<file path="config.mk">
export PLATFORM = sky130hd
export DESIGN_NAME = multi_dead_timer
export DESIGN_NICKNAME = d
export VERILOG_FILES = /design/src/rtl/multi_dead_timer.sv
export SDC_FILE = /design/constraint.sdc
export NUM_CORES = 1
export LEC_CHECK = 0
export CORE_MARGIN = 3
export CORE_UTILIZATION = 56
export CTS_CLUSTER_SIZE = 24
export DETAILED_ROUTE_END_ITERATION = 6
export DONT_BUFFER_PORTS = 1
export GPL_ROUTABILITY_DRIVEN = 0
export PLACE_DENSITY_LB_ADDON = 0.3
export SYNTH_ARGS = -nofsm -noshare
export SYNTH_HDL_FRONTEND = slang
export SYNTH_SLANG_ARGS = --single-unit
</file>
<file path="constraint.sdc">
create_clock -name MClk -period 2.7 [get_ports MClk]
set_input_delay 0.27 -clock MClk [delete_from_list [all_inputs] [get_ports MClk]]
set_output_delay 0.27 -clock MClk [all_outputs]
set_load 0.03 [all_outputs]
</file>
<file path="src/rtl/multi_dead_timer.sv">
// Multi-channel complementary PWM dead-time generator.
// Each channel runs its own handover FSM and dead-time down-counter.
module multi_dead_timer #(
  parameter int NUM_CH = 3,
  parameter int CNT_W  = 16
) (
  input  logic              MClk,
  input  logic              Rst,
  input  logic              Enable,
  input  logic [NUM_CH-1:0] PwmIn,
  input  logic [CNT_W-1:0]  RiseDead,
  input  logic [CNT_W-1:0]  FallDead,
  output logic [NUM_CH-1:0] HiOut,
  output logic [NUM_CH-1:0] LoOut,
  output logic [NUM_CH-1:0] DtActive
);

  typedef enum logic [2:0] {
    S_OFF      = 3'd0,
    S_LO_ON    = 3'd1,
    S_DT_TO_HI = 3'd2,
    S_HI_ON    = 3'd3,
    S_DT_TO_LO = 3'd4
  } state_e;

  state_e             st_q  [NUM_CH];
  state_e             st_d  [NUM_CH];
  logic [CNT_W-1:0]   cnt_q [NUM_CH];
  logic [CNT_W-1:0]   cnt_d [NUM_CH];
  logic [NUM_CH-1:0]  hi_q, hi_d;
  logic [NUM_CH-1:0]  lo_q, lo_d;
  logic [NUM_CH-1:0]  dt_q, dt_d;

  // Per-channel next state, counter and output decode
  always_comb begin
    for (int i = 0; i < NUM_CH; i++) begin
      st_d[i]  = st_q[i];
      cnt_d[i] = cnt_q[i];
      if (!Enable) begin
        st_d[i]  = S_OFF;
        cnt_d[i] = '0;
      end else begin
        case (st_q[i])
          S_OFF: begin
            st_d[i]  = PwmIn[i] ? S_HI_ON : S_LO_ON;
            cnt_d[i] = '0;
          end
          S_LO_ON: begin
            if (PwmIn[i]) begin
              if (RiseDead == '0) begin
                st_d[i] = S_HI_ON;
              end else begin
                st_d[i]  = S_DT_TO_HI;
                cnt_d[i] = RiseDead;
              end
            end else begin
              st_d[i] = S_LO_ON;
            end
          end
          S_HI_ON: begin
            if (!PwmIn[i]) begin
              if (FallDead == '0) begin
                st_d[i] = S_LO_ON;
              end else begin
                st_d[i]  = S_DT_TO_LO;
                cnt_d[i] = FallDead;
              end
            end else begin
              st_d[i] = S_HI_ON;
            end
          end
          S_DT_TO_HI: begin
            // A reference that falls back mid-interval aborts to the old side
            if (!PwmIn[i]) begin
              st_d[i]  = S_LO_ON;
              cnt_d[i] = '0;
            end else if (cnt_q[i] <= CNT_W'(1)) begin
              st_d[i]  = S_HI_ON;
              cnt_d[i] = '0;
            end else begin
              cnt_d[i] = cnt_q[i] - CNT_W'(1);
            end
          end
          S_DT_TO_LO: begin
            if (PwmIn[i]) begin
              st_d[i]  = S_HI_ON;
              cnt_d[i] = '0;
            end else if (cnt_q[i] <= CNT_W'(1)) begin
              st_d[i]  = S_LO_ON;
              cnt_d[i] = '0;
            end else begin
              cnt_d[i] = cnt_q[i] - CNT_W'(1);
            end
          end
          default: begin
            st_d[i]  = S_OFF;
            cnt_d[i] = '0;
          end
        endcase
      end
      hi_d[i] = (st_d[i] == S_HI_ON);
      lo_d[i] = (st_d[i] == S_LO_ON);
      dt_d[i] = (st_d[i] == S_DT_TO_HI) || (st_d[i] == S_DT_TO_LO);
    end
  end

  // State, counter and registered gate-drive outputs
  always_ff @(posedge MClk or posedge Rst) begin
    if (Rst) begin
      for (int i = 0; i < NUM_CH; i++) begin
        st_q[i]  <= S_OFF;
        cnt_q[i] <= '0;
      end
      hi_q <= '0;
      lo_q <= '0;
      dt_q <= '0;
    end else begin
      for (int i = 0; i < NUM_CH; i++) begin
        st_q[i]  <= st_d[i];
        cnt_q[i] <= cnt_d[i];
      end
      hi_q <= hi_d;
      lo_q <= lo_d;
      dt_q <= dt_d;
    end
  end

  assign HiOut    = hi_q;
  assign LoOut    = lo_q;
  assign DtActive = dt_q;

endmodule

</file>
==> key figures <==
Run status
  • Outcome: completed

Finish
  • Layout fillers: about 700
  • Finished Layout Cells: 685
  • Layout cells sized above 1: under 10%
  • N_diodes: 0
  • Nets@finish: approximately 620
  • Area Growth Syn to Fin: 6.04%

Global route
  • Largest net degree at the start of global routing: 67
  • Global Route Usage Sum: between 20% and 30%
  • Global routing's busiest layer: met2
  • Grt met1 use: 40.7%
  • First-pass GRT wire length: approximately 24000 um
  • GR Util met2: 44.4%
  • Met3 Track Usage GR: under 10%
  • Initial antenna violation count: 0
  • Vias in the first global route: 4569
  • GRT overflow: 0

Synthesis
  • Post-synth top cells: dfrtp_1 (66), a21oi_1 (47), nor2_1 (46)
  • YS warnings: 0
  • Mapped Nets: a little over 600
  • Area leader, netlist: dfrtp_1
  • FF+latch count, synth: 66
  • Share of Yosys cell area claimed by the top area cell type: between 30% and 40%
  • Count leader, synth: dfrtp_1
  • Number of flops mapped to enable cells by yosys: 0
  • Netlist Area Pre-Place: 4930 um2
  • Cells after Synth: 579
  • Post-synthesis sequential area ratio: between 30% and 40%
  • Asr flop ratio synth: 100%
  • Post-synth top flop: dfrtp_1
  • Top cells by area, synth: dfrtp_1 (33%), mux2i_1 (6.7%), a21oi_1 (4.8%)
  • Mapped Avg Cell Area: around 8.5 um2
  • Post-synth cell types: 69

Setup path
  • Slowest CP cell: or3_1
  • CP max stage delay: 530 ps
  • Reg2reg setup slack: 290 ps
  • Worst Path Max Fanout: 10
  • CP Launch Type: flop
  • CP Data Required Time: 2940 ps
  • Crit. End Element: flop
  • Reg2reg start: cnt_q[42]
  • Reg-to-reg endpoint: cnt_q[42]
  • CP delay by family, top: simple AND/OR/NAND/NOR gates
  • Critical path depth: 5
  • CP arrival: 2650 ps
  • Buf/Inv on CP: 0
  • Setup crit end: cnt_q[42]
  • Worst setup startpoint: cnt_q[42]
  • Worst R2R Path Depth: 5
  • Setup CP Type: reg -> reg
  • Crit-path cells: or3_1, and4bb_1, a21o_1, o32ai_1, a221o_1

STA
  • Skew final: ~12 ps
  • Final Critical Period: ~2400 ps
  • Hold WS: about 79 ps
  • Final hold violation count: 0
  • Worst slew margin: a little under two fifths
  • Setup ws final: a little under 300 ps
  • Setup Viol. Count Final: 0
  • TNS Setup: 0 ps
  • Slew @ Worst Pin: about 950 ps
  • Count of pins over their slew limit: 0
  • RSZ-0062 raised after global routing: false
  • Fmax achieved: 415 MHz
  • Crit share post-route: 89.2%

Routing
  • Starting DRT DRC Count: ~550
  • DRC Markers: 0
  • Via count: 4835
  • DRT antenna net count: 0
  • Avg Vias per Cell: between 7 and 8
  • Drt wl/cell: just over 20 um
  • Total Wirelength: approximately 14000 um
  • First-pass detailed-route iteration total: 6

Pwr
  • Switch Pwr: around 940 uW
  • Combinational fraction of design power: around 29%
  • P_leak: 2.15 nW
  • Sw Ratio: approximately 36%
  • Clock group share of total power: 27.8%
  • P per Cell Area: 498 nW/um2
  • Worst IR Drop VDD: between 0.2 and 0.3 mV
  • Sequential power share: a little over two fifths
  • Pwr Total: approximately 2.6 mW
  • Int Power: around 1.7 mW

Placed design
  • DP Wirelength: 10100 um
  • Setup WS pre-CTS: 370 ps
  • Dpl cells: 667
  • Buffers added on ports: 0

Floorplanning
  • IO Pins: 47
  • Core ar.: 8380 um2
  • Die X: approximately 100 um
  • Rows: 33
  • Initial Utilization: between 50% and 60%
  • Die Ht: between 90 and 100 um
  • Die Footprint: around 10000 um2

Clocking
  • CTS tree: done
  • Post-CTS Setup Bufs: 0
  • H-tree depth: 3
  • Clock transition at path regs: around 80 ps
  • Clk sinks: 66
  • Post-CTS sizing: 0
  • Root Buffer Master: clkbuf_8
  • TritonCTS Buffers: 9
  • Worst skew pair latency: 350 ps
  • CTS Buffer Depth: 2

Min path
  • Hold Path Class: in -> reg

Job
  • Max Cap Violations: 0
[final cells by class]
class                           count  area [um2]  area share (%)
Clock buffer                       11         141            2.70
Clock inverter                      3        17.5           0.335
Inverter                           44         165            3.16
Multi-Input combinational cell    433        2930            56.0
Sequential cell                    66        1650            31.6
Tap cell                          105         131            2.51
Timing Repair Buffer               23         195            3.73
[power groups by stage]
| stage | Sequential [mW] | Clock [mW] | Combinational [mW] |
|---|---|---|---|
| after floorplan | 1.11 | 0 | 0.602 |
| after global placement | 1.13 | 0 | 0.719 |
| after detailed placement | 1.14 | 0 | 0.733 |
| after CTS | 1.12 | 0.733 | 0.744 |
| after global routing | 1.13 | 0.790 | 0.840 |
| final | 1.12 | 0.725 | 0.764 |
[through the flow]
stage / area, um2 / util, %
2_1_floorplan: 4930 / -
3_3_place_gp: 5030 / 60.0
3_5_place_dp: 5030 / 60.0
4_1_cts: 5230 / 62.4
5_1_grt: 5230 / 62.4
6_report: 5230 / 62.4
[cells in the final DEF, fill, tap and decap left out, types with 4 or more instances in the layout]
master	netlist	layout
nand4_1	4	4
and2_1	6	6
a41oi_1	5	5
ha_1	6	6
nor2b_1	5	5
dfrtp_1	66	66
nor3_1	20	20
inv_1	44	43
nor4_1	9	9
o22ai_1	35	35
nor2_1	46	46
buf_4	3	18
clkbuf_8	0	10
nand2_1	42	42
nand2b_1	8	8
nand3_1	15	15
nor4_4	5	5
a31oi_1	17	17
a22o_1	9	9
or3_1	6	6
o31ai_1	4	4
a21o_1	5	5
a21oi_1	47	47
o21ai_0	15	15
mux2i_1	33	33
o211ai_1	14	14
a222oi_1	8	8
dlygate4sd3_1	0	4
[flip-flops by register name, summed over array words and instances (netlist names)]
name / count
cnt_q: 48
st_q: 9
DtActive: 3
HiOut: 3
LoOut: 3
[worst min path at each step]
| stage | slack, ps | from | endpoint | cells after the start |
|---|---|---|---|---|
| floorplan | 460 | cnt_q[1] | cnt_q[1] | 2 |
| finish | 80 | Enable | st_q[1] | 1 |
| global route | 70 | Enable | st_q[1] | 1 |
| global placement | 260 | Rst | cnt_q[40] | 2 |
| detailed placement | 260 | Rst | cnt_q[40] | 2 |
| CTS | 70 | Enable | st_q[1] | 1 |
[worst register-to-register path, stage by stage (launching register included)]
cell and delay (ps):
dfrtp_1 460, or3_1 530, and4bb_1 510, a21o_1 310
o32ai_1 130, a221o_1 350
[layer usage]
metal | vias to the layer above | part of all wire [%]
met4 | 0 | 3.2
met5 | - | 0
met1 | 2286 | 41
met3 | 41 | 9.7
met2 | 292 | 46
li1 | 2216 | -
[what timing repair did]
item	4_1_cts	5_1_grt
endpoints found under the setup margin	0	0
hold buffers	4	0
hold endpoints to repair	69	0
[cells by family (layout without fill, tap and decap cells)]
group                    Yosys count  count (layout)  share of synthesized area [%]
buffers and inverters             80              81                           7.15
XOR/XNOR                           1               1                          0.178
multiplexers                      36              36                           7.38
AND/OR/NAND/NOR                  193             193                           22.2
flip-flops                        66              66                           33.5
AO/OA/AOI/OAI                    196             196                           27.9
adder cells (fa/ha/maj)            7               7                           1.72
(Power assumes the default switching activity.)
